## src/rtl/rr_grant_arbiter_pkg.sv

```systemverilog
// Shared types and helpers for the round-robin grant arbiter family.
// Helpers work on a fixed maximum width; callers zero-extend and cast back.
package rr_arb_pkg;

    localparam int ARB_MAX_N   = 64;
    localparam int ARB_IDX_MAX = 6;

    typedef enum logic [0:0] {
        IDLE = 1'b0,
        BUSY = 1'b1
    } arb_state_e;

    // Two's-complement trick isolates the lowest set bit; result is one-hot or zero.
    function automatic logic [ARB_MAX_N-1:0] lowest_set(input logic [ARB_MAX_N-1:0] x);
        return x & (~x + {{(ARB_MAX_N-1){1'b0}}, 1'b1});
    endfunction

    function automatic logic [ARB_IDX_MAX-1:0] onehot_to_idx(input logic [ARB_MAX_N-1:0] oh);
        logic [ARB_IDX_MAX-1:0] idx;
        idx = {ARB_IDX_MAX{1'b0}};
        for (int i = 0; i < ARB_MAX_N; i++) begin
            if (oh[i]) begin
                idx = idx | ARB_IDX_MAX'(i);
            end else begin
                idx = idx;
            end
        end
        return idx;
    endfunction

endpackage

```

## src/rtl/rr_grant_arbiter_pick.sv

```systemverilog
// Combinational round-robin pick: lowest requester inside the mask, else
// lowest requester overall. Winner is one-hot by construction.
module rr_pick
    import rr_arb_pkg::*;
#(
    parameter int REQ_N = 4,
    parameter int IDX_W = $clog2(REQ_N)
) (
    input  logic [REQ_N-1:0] req_i,
    input  logic [REQ_N-1:0] mask_i,
    output logic [REQ_N-1:0] winner_o,
    output logic [IDX_W-1:0] idx_o
);

    logic [REQ_N-1:0] masked_s;
    logic [REQ_N-1:0] source_s;

    // Select the masked pool when it has candidates, otherwise wrap to the full request set.
    always_comb begin
        masked_s = req_i & mask_i;
        if (|masked_s) begin
            source_s = masked_s;
        end else begin
            source_s = req_i;
        end
        winner_o = REQ_N'(lowest_set(ARB_MAX_N'(source_s)));
        idx_o    = IDX_W'(onehot_to_idx(ARB_MAX_N'(winner_o)));
    end

endmodule

```

## src/rtl/rr_grant_arbiter.sv

```systemverilog
// Round-robin arbiter with hold timer: one holder at a time, released by
// done_i or by HOLD_MAX cycles of grant, with one idle cycle between grants.
module rr_grant_arbiter
    import rr_arb_pkg::*;
#(
    parameter int REQ_N    = 4,
    parameter int HOLD_MAX = 16,
    parameter int IDX_W    = $clog2(REQ_N)
) (
    input  logic             clk_i,
    input  logic             srst_i,
    input  logic [REQ_N-1:0] req_i,
    input  logic             done_i,
    output logic [REQ_N-1:0] grant_o,
    output logic [IDX_W-1:0] grant_idx_o,
    output logic             grant_val_o,
    output logic             timeout_o
);

    localparam int CNT_W = (HOLD_MAX < 2) ? 1 : $clog2(HOLD_MAX);
    localparam logic [CNT_W-1:0] CNT_LAST = CNT_W'(HOLD_MAX - 1);
    localparam logic [CNT_W-1:0] CNT_SAT  = {CNT_W{1'b1}};

    arb_state_e       state_q, state_d;
    logic [REQ_N-1:0] grant_q, grant_d;
    logic [IDX_W-1:0] idx_q, idx_d;
    logic             val_q, val_d;
    logic             timeout_q, timeout_d;
    logic [REQ_N-1:0] mask_q, mask_d;
    logic [CNT_W-1:0] cnt_q, cnt_d;

    logic [REQ_N-1:0] pick_winner_s;
    logic [IDX_W-1:0] pick_idx_s;
    logic             expired_s;
    logic [REQ_N-1:0] grant_shl_s;

    rr_pick #(
        .REQ_N (REQ_N),
        .IDX_W (IDX_W)
    ) u_pick (
        .req_i    (req_i),
        .mask_i   (mask_q),
        .winner_o (pick_winner_s),
        .idx_o    (pick_idx_s)
    );

    // Next-state logic: arbitrate in IDLE, count and release in BUSY.
    always_comb begin
        state_d     = state_q;
        grant_d     = grant_q;
        idx_d       = idx_q;
        val_d       = val_q;
        timeout_d   = 1'b0;
        mask_d      = mask_q;
        cnt_d       = cnt_q;
        expired_s   = (HOLD_MAX != 0) && (cnt_q == CNT_LAST);
        grant_shl_s = grant_q << 1;

        case (state_q)
            IDLE: begin
                if (|req_i) begin
                    grant_d = pick_winner_s;
                    idx_d   = pick_idx_s;
                    val_d   = 1'b1;
                    cnt_d   = {CNT_W{1'b0}};
                    state_d = BUSY;
                end else begin
                    state_d = IDLE;
                end
            end
            BUSY: begin
                if (done_i || expired_s) begin
                    grant_d   = {REQ_N{1'b0}};
                    val_d     = 1'b0;
                    timeout_d = expired_s && !done_i;
                    // Top-bit winner overflows the shift, leaving an empty mask (wrap to bit 0).
                    mask_d    = ~(grant_shl_s - {{(REQ_N-1){1'b0}}, 1'b1});
                    state_d   = IDLE;
                end else if (cnt_q != CNT_SAT) begin
                    cnt_d = cnt_q + {{(CNT_W-1){1'b0}}, 1'b1};
                end else begin
                    cnt_d = cnt_q;
                end
            end
            default: begin
                grant_d = {REQ_N{1'b0}};
                val_d   = 1'b0;
                state_d = IDLE;
            end
        endcase
    end

    // State and output registers with synchronous reset.
    always_ff @(posedge clk_i) begin
        if (srst_i) begin
            state_q   <= IDLE;
            grant_q   <= {REQ_N{1'b0}};
            idx_q     <= {IDX_W{1'b0}};
            val_q     <= 1'b0;
            timeout_q <= 1'b0;
            mask_q    <= {REQ_N{1'b1}};
            cnt_q     <= {CNT_W{1'b0}};
        end else begin
            state_q   <= state_d;
            grant_q   <= grant_d;
            idx_q     <= idx_d;
            val_q     <= val_d;
            timeout_q <= timeout_d;
            mask_q    <= mask_d;
            cnt_q     <= cnt_d;
        end
    end

    assign grant_o     = grant_q;
    assign grant_idx_o = idx_q;
    assign grant_val_o = val_q;
    assign timeout_o   = timeout_q;

endmodule

```

## config.mk

```make
export PLATFORM = sky130hd
export DESIGN_NAME = rr_grant_arbiter
export DESIGN_NICKNAME = d
export VERILOG_FILES = /design/src/rtl/rr_grant_arbiter_pkg.sv /design/src/rtl/rr_grant_arbiter_pick.sv /design/src/rtl/rr_grant_arbiter.sv
export SDC_FILE = /design/constraint.sdc
export NUM_CORES = 1
export LEC_CHECK = 0
export BUFFER_PORTS_ARGS = -buffer_cell sky130_fd_sc_hd__buf_2
export CAP_MARGIN = 20
export CORE_MARGIN = 1
export CORE_UTILIZATION = 30
export CTS_BUF_LIST = sky130_fd_sc_hd__clkbuf_8 sky130_fd_sc_hd__clkbuf_16
export CTS_CLUSTER_SIZE = 40
export DETAILED_ROUTE_END_ITERATION = 8
export PLACE_DENSITY = 0.46
export SLEW_MARGIN = 10
export SYNTH_ARGS = -nofsm -noshare
export SYNTH_HDL_FRONTEND = slang
export SYNTH_HIERARCHICAL = 1
export SYNTH_SLANG_ARGS = --single-unit
```

## constraint.sdc

```tcl
create_clock -name clk_i -period 2.8 [get_ports clk_i]
set_input_delay 0.28 -clock clk_i [delete_from_list [all_inputs] [get_ports clk_i]]
set_output_delay 0.28 -clock clk_i [all_outputs]
set_load 0.01 [all_outputs]
```

; ---- After elaboration in Yosys (flattened, before gate mapping)
; Cells that the tools add are included.
[op_classes]
n_reduce_logical = 10
n_mux = 17
add_sub_neg = 3
bitwise = 6
n_eq_ne = 6
[ops]
columns = op, n
row1 = 2-to-1 mux 4 bit, 6
row2 = case mux 4 bit (2 select lines), 2
row3 = "adder 4 x 1 -> 4 bit, second input constant", 2
row4 = bitwise AND 4 bit, 2
row5 = inverter 4 bit, 2
row6 = OR reduction 4 bit, 2
row7 = AND reduction 2 bit, 3
row8 = 2-to-1 mux 1 bit, 5
row9 = "equality test 4 bit, second input constant", 1
row10 = 2-to-1 mux 2 bit, 2
row11 = "inequality test 2 x 1 -> 1 bit, second input constant", 2
row12 = "inequality test 2 bit, second input constant", 2
row13 = "inequality test 4 bit, second input constant", 1
row14 = case mux 1 bit (2 select lines), 2
row15 = "subtractor 4 x 1 -> 4 bit, second input constant", 1
row16 = AND reduction 3 bit, 1
row17 = OR reduction 3 bit, 1
row18 = inverter 1 bit, 2
row19 = logical AND 1 bit, 1
row20 = zero test 1 bit, 1
row21 = logical OR 1 bit, 1
[word_totals]
word_cells = 49
regBits = 17
input_bits = 7

; ---- Longest topological paths before layout
; Gate-level depths: netlist (run 1).
[depth]
depth_word = 9
mapped_depth = 5

; ---- Cells and area by module
; Netlist (run 1), hierarchy kept.
[modules_own_cells]
columns = mod, n_inst, area_per_inst_um2, cells_each
row1 = rr_grant_arbiter, 1, 807.0, 92
row2 = rr_pick, 1, 186.4, 25

; ---- Worst setup path before layout (run 1)
; Ideal clock, no wire load.
[synth_path]
kind = register to register
startpoint = reg cnt_q[0]
endpoint = reg mask_q[1]
setup_slack_ns = 1.412
setup_time_ns = 0.072
n_path_buf = 0
path_stages_with_launch = 5
arrival_time_ns = 1.316
required_ns = 2.728
cell_sequence = dfxtp_1 -> ha_1 -> and3_1 -> o21ai_1 -> mux2i_1
[synth_via]
elab_chain_len = 3
[synth_lines]
columns = element, line
row1 = "start, declared", rr_grant_arbiter.sv:30  ; logic [CNT_W-1:0] cnt_q, cnt_d;
row2 = "start signal, assigned", rr_grant_arbiter.sv:102  ; cnt_q <= {CNT_W{1'b0}};
row3 = "start signal, assigned", rr_grant_arbiter.sv:110  ; cnt_q <= cnt_d;
row4 = equality test 4 bit, rr_grant_arbiter.sv:56  ; expired_s = (HOLD_MAX != 0) && (cnt_q == CNT_LAST);
row5 = logical OR 1 bit, rr_grant_arbiter.sv:72  ; if (done_i || expired_s) begin
row6 = AND reduction 2 bit (no line), n/a
row7 = "end signal, assigned", rr_grant_arbiter.sv:101  ; mask_q <= {REQ_N{1'b1}};
row8 = "end signal, assigned", rr_grant_arbiter.sv:109  ; mask_q <= mask_d;
row9 = "end, declared", rr_grant_arbiter.sv:29  ; logic [REQ_N-1:0] mask_q, mask_d;
; No other way between the ends.
; A chain may end at the register's enable or synchronous reset.

; ---- Worst setup path after layout (run 1)
; Same ends and word-level chain as after synthesis.

==> impl_metrics.yaml, run 1 <==
timing:
  fin_tns_setup_ns: 0
  rsz0062_at_grt: "no"
  setup_viol_count_final: 0
  finalCritPeriodShare_pct: 55.8
  fin_crit_ns: 1.56
  max_slew_margin_pct: 59.0
  fmax_mhz: 640
  hold_viol_final: 0
  skew_ns: 0.00540
  worst_pin_slew_ns: 0.614
  final_max_slew_viol_count: 0
yosys:
  synth-edff-count: 0
  synthTopCellsByArea: "dfxtp_1 (34%), a21oi_1 (5.5%), nand3_1 (4.5%), mux2i_1 (3.0%), a21boi_0 (3.0%)"
  synth_area_per_cell_um2: 8.49
  synth_top_cell_by_area: "dfxtp_1"
  syn_area_um2: 993
  async_flop_share_pct: 0
  yosysSeqAreaShare_pct: 34.3
  synthFlopType: "dfxtp_1"
  ys_types: 44
  yosysWarnings: 6
  synth_nets: 126
  synth_top_area_share_pct: 34.3
  synth_seq_cells: 17
  netlist_instances: 117
cts:
  holdBufCountCts: 0
  cts.path.max_buffers: 2
  cts_buffers: 3
  h-tree-depth: 1
  clock_latency_ns: 0.25
  cts_sinks: 17
  postCtsSetupRepairBufs: 0
  cts_tree: "built"
  post_cts_resized: 0
  cts-root-buf: "clkbuf_8"
  clk_pin_slew_ns: 0.07
pwr:
  p_leak_nw: 0.431
  max-vdd-ir-drop_v: 0.000134
  powerDensity_nw_per_um2: 487
setup_path:
  slowest_delay_ns: 0.42
  crit_path_start: "cnt_q[0]"
  cp.required_ns: 2.98
  r2r_slack_ns: 1.24
  cp.arrival_ns: 1.75
  cp_max_fo: 6
  cpMaxStageDelayCell: "o21ai_1"
  start_kind: "flop"
  worstSetupEndpoint: "mask_q[1]"
  reg2reg_from: "cnt_q[0]"
  timing.rr.end: "mask_q[1]"
  crit_type: "flop to flop"
  crit_chain: "ha_1 > and3_1 > o21ai_1 > mux2i_1"
  endpoint_kind: "flop"
  r2r_cells: 4
layout:
  area_growth_pct: 15.0
  layoutNonFillerInstCount: 174
  drive_above_1_share_pct: 21.5
  mostFrequentLayoutCells: "dfxtp_1 (17), buf_2 (14), a21oi_1 (11), nand3_1 (9), nand2_1 (8)"
  final_common_cell: "dfxtp_1"
  final_nets: 140
  antenna_cells: 0
route:
  vias: 917
  first_pass_iters: 4
  via_per_inst: 5.27
  routed_wl_mm: 2.28
  drt_iter0_drc: 51
  wl_per_cell_um: 13.1
  antenna_left: 0
  route.detailed.drc: 0
die:
  row_count: 20
  io_pins: 15
  start_util_pct: 32.0
  coreArea_um2: 3100
  die_w_um: 59.5
  die_height_um: 59.5
  dieArea_um2: 3550
global_routing:
  grt_pass1_wl_mm: 3.59
  use_met1_pct: 20.9
  grt_pass1_vias: 742
  antenna_found_initial: 0
  grt_overflow: 0
  globalRouteMet3Util_pct: 3.28
  grt_max_degree: 21
  grt_util_all_layers_pct: 13.8
  met2_usage_pct: 18.0
  top_usage_layer: "met1"
placed_design:
  place_congestion: 0.742
  hpwl_mm: 1.57
  portBuffers: 14
  dp.cells: 170
hold_path:
  worstHoldPathType: "input port to flop"
flow_run:
  cap_violations: 0
run_status:
  status: "finished clean"
-- worst max-delay path: cells and delay by family, from the launching register on --
family	cells	cell delay, ns
DFF	1	0.34
muxes	1	0.23
and+or+nand+nor	1	0.25
AOI/OAI and AO/OA	1	0.42
adders and majority gates	1	0.26
-- final cells by class --
cell class	instances	area, um^2
fill	349	1960
timing repair buffer	14	70.1
inverter	4	15.0
tap	44	55.1
clock inverter	1	3.75
clock buffer	3	41.3
multi-input combinational	91	617
sequential	17	340
-- through the flow --
stage | instance area (um^2) | utilization (%) | hold WS, ns | power (mW) | setup WS (ns)
after detailed placement | 1100 | 35.4 | 0.468 | 0.378 | 1.24
after global routing | 1140 | 36.8 | 0.456 | 0.586 | 1.12
after global placement | 1100 | 35.4 | 0.460 | 0.378 | 1.23
final | 1140 | 36.8 | 0.440 | 0.556 | 1.24
after CTS | 1140 | 36.8 | 0.428 | 0.562 | 1.23
after floorplan | 993 | - | 0.469 | 0.346 | 1.41
-- worst min path at each step --
stage,slack [ns],end,depth (start not counted),startpoint
floorplan,0.47,cnt_q[0],2,srst_i
global placement,0.46,grant_idx_o[0],2,grant_idx_o[0]
detailed placement,0.47,grant_idx_o[1],2,grant_idx_o[1]
CTS,0.43,grant_o[3],2,srst_i
global route,0.46,grant_idx_o[0],2,srst_i
finish,0.44,grant_idx_o[1],2,srst_i
-- logic make-up after synthesis --
group / count (synthesis) / share of synthesized area, %
compound gates: 45 / 33.1
xor+xnor: 1 / 0.882
fa+ha+maj: 2 / 2.52
buf+inv: 9 / 3.65
flops: 17 / 34.3
mux: 3 / 3.02
simple gates: 40 / 22.5
-- routing by layer --
layer  share of wire (%)  up-vias  wire (um)
met4                0.83        0         19
met3                 4.5        2        102
met1                  54      425       1230
met5                   0        -          0
met2                  41       25        931
li1                    -      465          -
-- synth_stat cells, drive strengths merged, types with 2 or more instances --
library cell	number
clkbuf	2
nand2	8
ha	2
nor3	2
o21ai	7
a21oi	11
a22oi	2
nand3	9
mux2i	3
a211oi	2
inv	4
o211ai	4
nand4	2
nor2	7
dfxtp	17
a21boi	6
o221ai	2
nand2b	3
o21a	3
o22ai	2
buf	3
nor2b	2
-- flip-flops by register name, indices dropped and copies added, names as in the netlist --
name         count
grant_idx_o      2
mask_q           4
grant_o          4
cnt_q            4
state_q          1
grant_val_o      1
timeout_o        1
-- power by group --
part	internal [mW]	switching, mW	total (mW)
sequential	0.256	0.0210	0.277
clock	0.0973	0.0855	0.183
combinational	0.0434	0.0533	0.0966
total	0.396	0.160	0.556
(Power assumes the default switching activity.)
==> run 2, diff against run 1 <==
==> constraint.sdc (replaced) <==
create_clock -name clk_i -period 1.6 [get_ports clk_i]
set_input_delay 0.16 -clock clk_i [delete_from_list [all_inputs] [get_ports clk_i]]
set_output_delay 0.16 -clock clk_i [all_outputs]
set_load 0.01 [all_outputs]
==> impl_metrics.yaml, run 2 (same netlist as run 1, synthesis figures left out) <==
run_status:
  status: "finished clean"
route:
  route.detailed.drc: 0
  antenna_left: 0
  vias: 963
  first_pass_iters: 4
  drt_iter0_drc: 56
  routed_wl_mm: 2.41
  via_per_inst: 5.32
  wl_per_cell_um: 13.3
pwr:
  switching_share_pct: 29.1
  max-vdd-ir-drop_v: 0.000306
  intPower_mw: 0.709
  p_switching_mw: 0.291
  p_leak_nw: 0.463
  clkPwrFrac_pct: 32.7
  powerDensity_nw_per_um2: 836
  power_mw: 0.999
  seqPwrFrac_pct: 47.2
  combPwrFrac_pct: 20.1
cts:
  cts-root-buf: "clkbuf_8"
  cts_buffers: 3
  postCtsSetupRepairBufs: 0
  clock_latency_ns: 0.25
  cts.path.max_buffers: 2
  h-tree-depth: 1
  cts_tree: "built"
  cts_sinks: 17
  post_cts_resized: 0
  clk_pin_slew_ns: 0.07
  holdBufCountCts: 0
timing:
  setup_viol_count_final: 0
  fin_crit_ns: 1.48
  rsz0062_at_grt: "no"
  skew_ns: 0.00382
  fin_tns_setup_ns: 0
  max_slew_margin_pct: 74.1
  worst_pin_slew_ns: 0.388
  fmax_mhz: 677
  final_max_slew_viol_count: 0
  finalCritPeriodShare_pct: 92.3
  hold_viol_final: 0
layout:
  antenna_cells: 0
  drive_above_1_share_pct: 25.5
  mostFrequentLayoutCells: "dfxtp_1 (17), buf_2 (14), a21oi_1 (11), nand3_1 (9), nand2_1 (8)"
  multi_input_area_um2: 617
  area_growth_pct: 20.3
  ff_latch_area_um2: 340
  final_common_cell: "dfxtp_1"
  n_fill_cell: 357
  final_nets: 147
die:
  start_util_pct: 32.0
  row_count: 20
  io_pins: 15
  coreArea_um2: 3100
  die_w_um: 59.5
  dieArea_um2: 3550
  die_height_um: 59.5
hold_path:
  worstHoldPathType: "input port to flop"
setup_path:
  crit_type: "flop to flop"
  cp.arrival_ns: 1.63
  cp.required_ns: 1.76
  cp_max_fo: 6
  start_kind: "flop"
  endpoint_kind: "flop"
  r2r_slack_ns: 0.12
placed_design:
  place_congestion: 0.777
  portBuffers: 14
  hpwl_mm: 1.76
global_routing:
  grt_pass1_vias: 823
  antenna_found_initial: 0
  grt_util_all_layers_pct: 15.6
  grt_max_degree: 21
  grt_overflow: 0
  grt_pass1_wl_mm: 4.07
flow_run:
  cap_violations: 0
==> run 2: cell count changes in the layout (fill, tap and decap cells not counted) <==
cell and change:
buf_4 +7
==> run 2: cell type report <==
type / count / share of cell area (%)
tap: 44 / 4.61
clock buffer: 3 / 3.46
clock inverter: 1 / 0.314
sequential: 17 / 28.5
timing repair buffer: 21 / 10.3
multi-input combinational: 91 / 51.6
inverter: 4 / 1.26
==> run 2: stage by stage <==
step / cells / util, % / area (um^2) / hold slack, ns / worst slack [ns]
floorplan: 117 / - / 993 / 0.349 / 0.212
global placement: 177 / 37.1 / 1150 / 0.463 / 0.114
detailed placement: 177 / 37.1 / 1150 / 0.468 / 0.138
CTS: 181 / 38.5 / 1190 / 0.305 / 0.119
global route: 181 / 38.5 / 1190 / 0.339 / 0.0102
finish: 181 / 38.5 / 1190 / 0.301 / 0.124
==> run 2: per-layer routing <==
layer / part of all wire [%] / track usage (%)
met2: 41 / 20.5
met1: 49 / 24.1
met4: 1.4 / 6.31
met5: 0 / 0
met3: 8.2 / 3.28
==> run 2: power by group through the flow <==
stage	clock [mW]	sequential [mW]	combinational, mW
finish	0.327	0.472	0.200
global route	0.355	0.475	0.225
CTS	0.331	0.472	0.201
detailed placement	0	0.482	0.200
global placement	0	0.481	0.200
floorplan	0	0.482	0.123
==> run 2: path summary, 6_finish.rpt <==
kind                                      from  cells past startpoint        endpoint
worst max-delay path                  cnt_q[0]                      5       mask_q[0]
worst min-delay path                    srst_i                      2  grant_idx_o[1]
worst max register to register        cnt_q[0]                      5       mask_q[0]
worst min register to register  grant_idx_o[0]                      2  grant_idx_o[0]
==> run 2: critical path: stages (launching register included) <==
cell,delay (ns)
dfxtp_1,0.38
ha_1,0.27
and3_1,0.28
o21ai_1,0.10
buf_4,0.19
a21o_1,0.17
